File: config.mk
export PLATFORM = sky130hd
export DESIGN_NAME = sync_gen_param
export DESIGN_NICKNAME = d
export VERILOG_FILES = /design/src/rtl/sync_gen_param.sv
export SDC_FILE = /design/constraint.sdc
export NUM_CORES = 1
export LEC_CHECK = 0
export BUFFER_PORTS_ARGS = -buffer_cell sky130_fd_sc_hd__buf_2
export CORE_MARGIN = 2
export CORE_UTILIZATION = 49
export CTS_CLUSTER_SIZE = 28
export DETAILED_ROUTE_END_ITERATION = 8
export PLACE_DENSITY_LB_ADDON = 0.25
export SLEW_MARGIN = 10
export SYNTH_ARGS = -nofsm -noshare
export SYNTH_HDL_FRONTEND = slang
export SYNTH_SLANG_ARGS = --single-unit
export TNS_END_PERCENT = 20
File: constraint.sdc
create_clock -name clk -period 1.8 [get_ports clk]
set_input_delay 0.36 -clock clk [delete_from_list [all_inputs] [get_ports clk]]
set_output_delay 0.36 -clock clk [all_outputs]
set_load 0.05 [all_outputs]
File: src/rtl/sync_gen_param.sv
// sync_gen_param: parametrised VESA-style sync generator.
// Produces H/V sync, display enable, pixel coordinates and line/frame start
// strobes for any video mode. All outputs are registered from the counter
// values of the same ce cycle, so they lag the counters by one ce cycle.
// Optional feature macro: SYNC_GEN_PREFETCH_EN adds a prefetch window
// (fetch_area/fetch_x) that leads the display area by PREFETCH_LEAD pixels.
// Without the macro, fetch_area and fetch_x are tied to zero.
module sync_gen_param #(
  parameter int H_VISIBLE     = 1280,
  parameter int H_FRONT       = 48,
  parameter int H_SYNC        = 112,
  parameter int H_BACK        = 248,
  parameter int V_VISIBLE     = 1024,
  parameter int V_FRONT       = 1,
  parameter int V_SYNC        = 3,
  parameter int V_BACK        = 38,
  parameter int H_POL         = 1,
  parameter int V_POL         = 1,
  parameter int CW            = 11,
  parameter int PREFETCH_LEAD = 16
) (
  input  logic          clk,
  input  logic          rst_n,
  input  logic          ce,
  output logic          vga_h_sync,
  output logic          vga_v_sync,
  output logic          inDisplayArea,
  output logic [CW-1:0] CounterX,
  output logic [CW-1:0] CounterY,
  output logic          line_start,
  output logic          frame_start,
  output logic          fetch_area,
  output logic [CW-1:0] fetch_x
);

  localparam int H_TOTAL = H_VISIBLE + H_FRONT + H_SYNC + H_BACK;
  localparam int V_TOTAL = V_VISIBLE + V_FRONT + V_SYNC + V_BACK;

  localparam logic [CW-1:0] H_LAST   = CW'(H_TOTAL - 1);
  localparam logic [CW-1:0] V_LAST   = CW'(V_TOTAL - 1);
  localparam logic [CW-1:0] H_VIS    = CW'(H_VISIBLE);
  localparam logic [CW-1:0] V_VIS    = CW'(V_VISIBLE);
  localparam logic [CW-1:0] HS_START = CW'(H_VISIBLE + H_FRONT);
  localparam logic [CW-1:0] HS_END   = CW'(H_VISIBLE + H_FRONT + H_SYNC);
  localparam logic [CW-1:0] VS_START = CW'(V_VISIBLE + V_FRONT);
  localparam logic [CW-1:0] VS_END   = CW'(V_VISIBLE + V_FRONT + V_SYNC);
  localparam logic          H_ACT    = (H_POL != 0);
  localparam logic          V_ACT    = (V_POL != 0);

  // Elaboration-time sanity checks on the mode parameters.
  if ((H_TOTAL - 1) >= (1 << CW)) begin : g_h_width_err
    $error("sync_gen_param: CW too small for H_TOTAL-1");
  end
  if ((V_TOTAL - 1) >= (1 << CW)) begin : g_v_width_err
    $error("sync_gen_param: CW too small for V_TOTAL-1");
  end
  if ((PREFETCH_LEAD < 1) || (PREFETCH_LEAD > H_FRONT + H_SYNC + H_BACK)) begin : g_lead_err
    $error("sync_gen_param: PREFETCH_LEAD out of range");
  end

  logic [CW-1:0] hc_q, hc_d;
  logic [CW-1:0] vc_q, vc_d;

  logic          h_sync_q, h_sync_d;
  logic          v_sync_q, v_sync_d;
  logic          de_q, de_d;
  logic [CW-1:0] x_q, y_q;
  logic          line_start_q, line_start_d;
  logic          frame_start_q, frame_start_d;

  // Next counter position: hc wraps at end of line, vc steps on hc wrap.
  always_comb begin
    hc_d = hc_q;
    vc_d = vc_q;
    if (ce) begin
      if (hc_q == H_LAST) begin
        hc_d = '0;
        vc_d = (vc_q == V_LAST) ? '0 : vc_q + CW'(1);
      end else begin
        hc_d = hc_q + CW'(1);
      end
    end
  end

  // Decode the current counter position into the next output values.
  always_comb begin
    h_sync_d      = ((hc_q >= HS_START) && (hc_q < HS_END)) ? H_ACT : ~H_ACT;
    v_sync_d      = ((vc_q >= VS_START) && (vc_q < VS_END)) ? V_ACT : ~V_ACT;
    de_d          = (hc_q < H_VIS) && (vc_q < V_VIS);
    line_start_d  = (hc_q == '0);
    frame_start_d = (hc_q == '0) && (vc_q == '0);
  end

  // Counters and registered outputs; everything holds while ce is low.
  always_ff @(posedge clk or negedge rst_n) begin
    if (!rst_n) begin
      hc_q          <= '0;
      vc_q          <= '0;
      h_sync_q      <= ~H_ACT;
      v_sync_q      <= ~V_ACT;
      de_q          <= 1'b0;
      x_q           <= '0;
      y_q           <= '0;
      line_start_q  <= 1'b0;
      frame_start_q <= 1'b0;
    end else if (ce) begin
      hc_q          <= hc_d;
      vc_q          <= vc_d;
      h_sync_q      <= h_sync_d;
      v_sync_q      <= v_sync_d;
      de_q          <= de_d;
      x_q           <= hc_q;
      y_q           <= vc_q;
      line_start_q  <= line_start_d;
      frame_start_q <= frame_start_d;
    end
  end

  assign vga_h_sync    = h_sync_q;
  assign vga_v_sync    = v_sync_q;
  assign inDisplayArea = de_q;
  assign CounterX      = x_q;
  assign CounterY      = y_q;
  assign line_start    = line_start_q;
  assign frame_start   = frame_start_q;

`ifdef SYNC_GEN_PREFETCH_EN
  localparam logic [CW:0] LEAD_W  = (CW+1)'(PREFETCH_LEAD);
  localparam logic [CW:0] H_TOT_W = (CW+1)'(H_TOTAL);

  logic [CW:0]   h_sum;
  logic [CW-1:0] hl, vl;
  logic          fetch_area_q;
  logic [CW-1:0] fetch_x_q;

  // Look-ahead position LEAD pixels ahead; the lead never exceeds one line,
  // so at most one horizontal wrap (and one line step) is needed.
  always_comb begin
    h_sum = {1'b0, hc_q} + LEAD_W;
    if (h_sum >= H_TOT_W) begin
      hl = CW'(h_sum - H_TOT_W);
      vl = (vc_q == V_LAST) ? '0 : vc_q + CW'(1);
    end else begin
      hl = h_sum[CW-1:0];
      vl = vc_q;
    end
  end

  // Prefetch window registered with the same alignment as the display area.
  always_ff @(posedge clk or negedge rst_n) begin
    if (!rst_n) begin
      fetch_area_q <= 1'b0;
      fetch_x_q    <= '0;
    end else if (ce) begin
      fetch_area_q <= (hl < H_VIS) && (vl < V_VIS);
      fetch_x_q    <= hl;
    end
  end

  assign fetch_area = fetch_area_q;
  assign fetch_x    = fetch_x_q;
`else
  assign fetch_area = 1'b0;
  assign fetch_x    = '0;
`endif

endmodule

==> results.toml, run 1 <==
[synth]
synth_edf_count = 0
synth_flop_cell = "dfrtp_1"
yosys.cell_count.top_type = "dfrtp_1"
synth_area_leader_cell = "dfrtp_1"
syn_avg_cell_area_um2 = 11.3
yosys-top-cells-area = "dfrtp_1, mux2_2, buf_4"
netlist_instances = 203
ys_seq_area_frac = 0.535
synth_commonest_cells = "dfrtp_1, mux2_2, buf_4, nand2_1, o21ai_0"
yosysTopAreaCellShare = 0.535
ys_seq_elements = 49
async_flop_share = 1.00
yosysUniqueCellTypes = 37
yosys_warnings = 0
syn_area_um2 = 2290

[cts]
clk_pin_slew_ps = 90
cts_setup_buffers = 0
clock_path_buffers = 2
cts_buffers = 5
cts_tree = "built"
ctsRootBufferMaster = "clkbuf_8"
cts_sinks = 49
clk_latency_ps = 300
htreeDepth = 2

[job]
max_cap_viol_count = 0

[global_routing]
grt_usage = 0.185
grt_pass1_vias = 1576
antenna_found_initial = 0
grt_pass1_wl_um = 7450
gr-total-overflow = 0
grt_max_degree = 23

[cells_and_area]
nNetsFinal = 262
antennaDiodeCount = 0
fillers = 372
design_area_um2 = 2780
regArea_um2 = 1230
syn2layout_area_growth_pct = 21.2
layoutNonFillerInstCount = 307
multiInputGateArea_um2 = 982
drive_gt1_frac = 0.361

[placed_design]
dpl.cell_count = 298
gp_congestion = 0.826
post_dp_cell_area_um2 = 2590
portBuffers = 29
hpwl_um = 3130
dp_slack_ps = -107

[worst_setup_path]
cp-endpoint = "vc_q[10]"
timing.rr.end = "vc_q[10]"
reg2regPathDepth = 4
start_kind = "register"
cp_max_fo = 4
cp-end-kind = "register"
critPathArrivalTime_ps = 2120
critPathKind = "reg2reg"
startpoint = "hc_q[3]"
rrSetupSlack_ps = -90
cp.required_ps = 2030
r2r_start = "hc_q[3]"

[timing]
setup_ws_ps = -94.5
hold_violations = 0
holdWs_ps = 501
fin_setup_tns_ps = -207
fmax_mhz = 528
rsz0062_at_grt = "yes"
timing.final.crit_share = 1.05
period_minus_slack_ps = 1890
skew_ps = 9.91
slew_viol_final = 0
setup_viol = 7

[worst_hold_path]
min_path_type = "reg2reg"

[die]
die_h_um = 72.4
start_util = 0.519
num_rows = 24
coreArea_um2 = 4410
io-pin-count = 42
dieArea_um2 = 5240
die_w_um = 72.4

[outcome]
status = "complete, but fails checks"
violations = "negative setup slack"

[drt]
top_layer = "met4"
m1WireLength_um = 2070
via_count = 1649
first_iter_violations = 98
drt-total-wl_um = 4390
drc_errors = 0
drt_pass1_iterations = 4
post_drt_via_cell_ratio = 5.37
ant_nets = 0
dr_wl_met3_um = 281
route.met2.wl_um = 1980
wl_per_cell_um = 14.3

[power_and_ir_drop]
powerDensity_nw_per_um2 = 1100
ir_drop_v = 0.000688
leakage_nw = 1.42
-- layout by cell type (no fill, tap or decap), types with 2 or more instances in the layout --
cell and n:
dfrtp_1 49, buf_2 29, buf_4 24, mux2_2 22, nand2_1 13, conb_1 12, o21ai_0 11, nand4_1 10
inv_1 8, nor2_1 7, or3_1 6, nand3_1 6, xor2_1 5, xnor2_1 5, ha_1 5, clkbuf_8 5
a21oi_1 3, and3_1 3, or4_4 2, and4_1 2, a31oi_1 2, nand2b_1 2, o21ai_1 2, or4_1 2
bufinv_16 2
-- worst min path at each step --
stage	start	endpoint	slack (ps)	depth (start not counted)
after floorplan	rst_n	CounterX[0]	60	0
after global placement	rst_n	CounterX[3]	310	1
after detailed placement	rst_n	CounterX[3]	320	1
after CTS	inDisplayArea	inDisplayArea	500	2
after global routing	CounterX[5]	CounterX[5]	520	1
final	vga_h_sync	vga_h_sync	500	1
-- logic make-up (layout without fill, tap and decap cells) --
kind of cell    count (synthesis)  after routing  share of synthesized area
buf+inv                        29             70                     0.0715
other cells                     1             12                    0.00164
compound gates                 25             25                     0.0672
simple gates                   62             62                      0.151
mux                            22             22                      0.108
flops                          49             49                      0.535
xor+xnor                       10             10                     0.0382
fa+ha+maj                       5              5                     0.0273
-- worst max-delay path, cell delays in order, from the launching register on --
cell and delay (ps):
dfrtp_1 390, or4_4 560, or4_4 450, or3_1 360, o21ai_1 70
-- power by group --
group,internal [mW],switching (mW),total (mW)
Sequential,1.22,0.0614,1.28
Clock,0.559,0.378,0.937
Combinational,0.280,0.555,0.835
-- flip-flops by register name, summed over array words and instances (netlist names) --
register       cells
inDisplayArea      1
vc_q              11
CounterX          11
line_start         1
CounterY          11
hc_q              11
vga_h_sync         1
vga_v_sync         1
frame_start        1
-- timing repair --
action                                  4_1_cts  5_1_grt
resized for setup                             5        3
pin swaps                                     1        0
hold buffers                                  1        0
endpoints found under the hold margin        17        0
endpoints found under the setup margin       14       16
-- layout make-up --
cell class,count,share of cell area
Timing Repair Buffer,54,0.121
Multi-Input combinational cell,136,0.354
Clock buffer,5,0.0248
Inverter,8,0.0108
Clock inverter,3,0.0248
Sequential cell,49,0.442
Tap cell,52,0.0234
-- per-stage QoR --
stage | utilization | total power, mW
after CTS | 0.627 | 3.08
final | 0.629 | 3.05
after detailed placement | 0.586 | 2.12
after global placement | 0.586 | 2.11
after global routing | 0.629 | 3.17
after floorplan | - | 1.88
-- routing by layer --
layer  up-vias  GRT usage
met5         -          0
met4         0     0.0658
met3         4     0.0458
met2        52      0.269
met1       790      0.269
li1        803          -
Power figures use the tool's default switching activity.
==> inputs of run 2 (changes only) <==
--- a/config.mk
+++ b/config.mk
@@ -7,5 +7,4 @@
 export LEC_CHECK = 0
 export BUFFER_PORTS_ARGS = -buffer_cell sky130_fd_sc_hd__buf_2
-export CORE_MARGIN = 2
 export CORE_UTILIZATION = 49
 export CTS_CLUSTER_SIZE = 28
==> constraint.sdc (replaced) <==
create_clock -name clk -period 1.8 [get_ports clk]
set_input_delay 0.36 -clock clk [delete_from_list [all_inputs] [get_ports clk]]
set_output_delay 0.36 -clock clk [all_outputs]
set_load 0.1 [all_outputs]
==> results.toml, run 2 (synthesis gave the netlist of run 1 again) <==
[die]
dieArea_um2 = 4950
num_rows = 24
die_w_um = 70.4
io-pin-count = 42
coreArea_um2 = 4410
start_util = 0.519
die_h_um = 70.4

[global_routing]
grt_pass1_wl_um = 7810
gr-total-overflow = 0
grt_usage = 0.203
grt_max_degree = 35
grt_pass1_vias = 1599
antenna_found_initial = 0

[worst_setup_path]
path_cells = "or4_4 -> or4_4 -> or3_4 -> o21ai_2"
cp-end-kind = "register"
r2r_start = "hc_q[3]"
cpMostUsedCell = "or4_4"
critPathArrivalTime_ps = 2130
worst-path-buf-inv = 0
critPathTopFamily = "simple AND/OR/NAND/NOR gates"
critPathKind = "reg2reg"
cp_max_fo = 4
crit_path_max_incr_delay_ps = 560
crit_slowest_cell = "or4_4"
startpoint = "hc_q[3]"
start_kind = "register"
cp.required_ps = 2040

[outcome]
violations = "negative hold slack, negative setup slack"
status = "complete, but fails checks"

[cells_and_area]
antennaDiodeCount = 0
final_cell_mix = "dfrtp_1, buf_2, mux2_2, buf_4, nand2_1"
design_area_um2 = 2800
drive_gt1_frac = 0.374
syn2layout_area_growth_pct = 22.0
nNetsFinal = 261
final_common_cell = "dfrtp_1"
layoutNonFillerInstCount = 306

[drt]
wl_per_cell_um = 14.4
drt_pass1_iterations = 4
post_drt_via_cell_ratio = 5.38
first_iter_violations = 60
via_count = 1646
drt-total-wl_um = 4410
ant_nets = 0
drc_errors = 0

[placed_design]
gp_congestion = 0.812
portBuffers = 29
post_dp_cell_area_um2 = 2610
dpl.cell_count = 297
hpwl_um = 3090

[timing]
holdWs_ps = -1.01
setup_viol = 6
timing.final.crit_share = 1.05
period_minus_slack_ps = 1890
fmax_mhz = 529
hold_violations = 2
rsz0062_at_grt = "yes"
setup_ws_ps = -88.7
slew_viol_final = 0
skew_ps = 6.68

[cts]
cts_tree = "built"
htreeDepth = 2
ctsRootBufferMaster = "clkbuf_8"
cts_sinks = 49
clk_pin_slew_ps = 90
clock_path_buffers = 2
clk_latency_ps = 300
cts_buffers = 5

[power_and_ir_drop]
leakage_nw = 1.43
powerDensity_nw_per_um2 = 1200
ir_drop_v = 0.00135
p_total_mw = 3.37

[worst_hold_path]
min_path_type = "in2async"

[job]
max_cap_viol_count = 0
[run 2: worst register-to-register path, cell delays in order (launching register included)]
cell and delay [ps]:
dfrtp_1 380, or4_4 560, or4_4 450, or3_4 380, o21ai_2 50
[run 2: worst paths after layout]
kind,end,slack [ps],cells past startpoint
max,vc_q[10],-90,4
min,vc_q[7],-1,1
max reg2reg,vc_q[10],-90,4
min reg2reg,CounterY[10],500,1
max in group asynchronous,hc_q[9],1290,2
min in group clk,CounterY[10],500,1
[run 2: what timing repair did]
item | 4_1_cts | 5_1_grt
endpoints found under the setup margin | 12 | 13
setup buffers | 1 | 0
hold buffers | 0 | 0
gates resized for setup | 6 | 5
pin swaps | 1 | 3
[run 2: report_power, final]
part | leakage, nW | switching (mW) | internal (mW)
clock network | 0.0681 | 0.364 | 0.552
registers | 0.650 | 0.0625 | 1.22
logic | 0.712 | 0.875 | 0.291
total | 1.43 | 1.30 | 2.06
[run 2: per-layer routing]
layer / vias up / track usage / part of all wire
met5: - / 0 / 0
met4: 0 / 0.0800 / 0.0057
met3: 2 / 0.0390 / 0.038
met2: 40 / 0.293 / 0.46
met1: 804 / 0.298 / 0.50
li1: 800 / - / -
[run 2: metrics by stage]
stage	util	TNS [ps]	worst slack [ps]
2_1_floorplan	-	-301	-176
3_3_place_gp	0.590	-529	-80.6
3_5_place_dp	0.590	-701	-97.0
5_1_grt	0.633	-873	-121
6_report	0.633	-175	-88.7
4_1_cts	0.630	-209	-81.0
[run 2: area by class of cell]
| type | instances | area (µm²) |
|---|---|---|
| clock buffers | 5 | 68.8 |
| fillers | 370 | 1620 |
| well taps | 52 | 65.1 |
| inverters | 8 | 30.0 |
| flip-flops and latches | 49 | 1230 |
| clock inverters | 3 | 65.1 |
| multi-input cells | 136 | 988 |
| repair buffers | 53 | 350 |
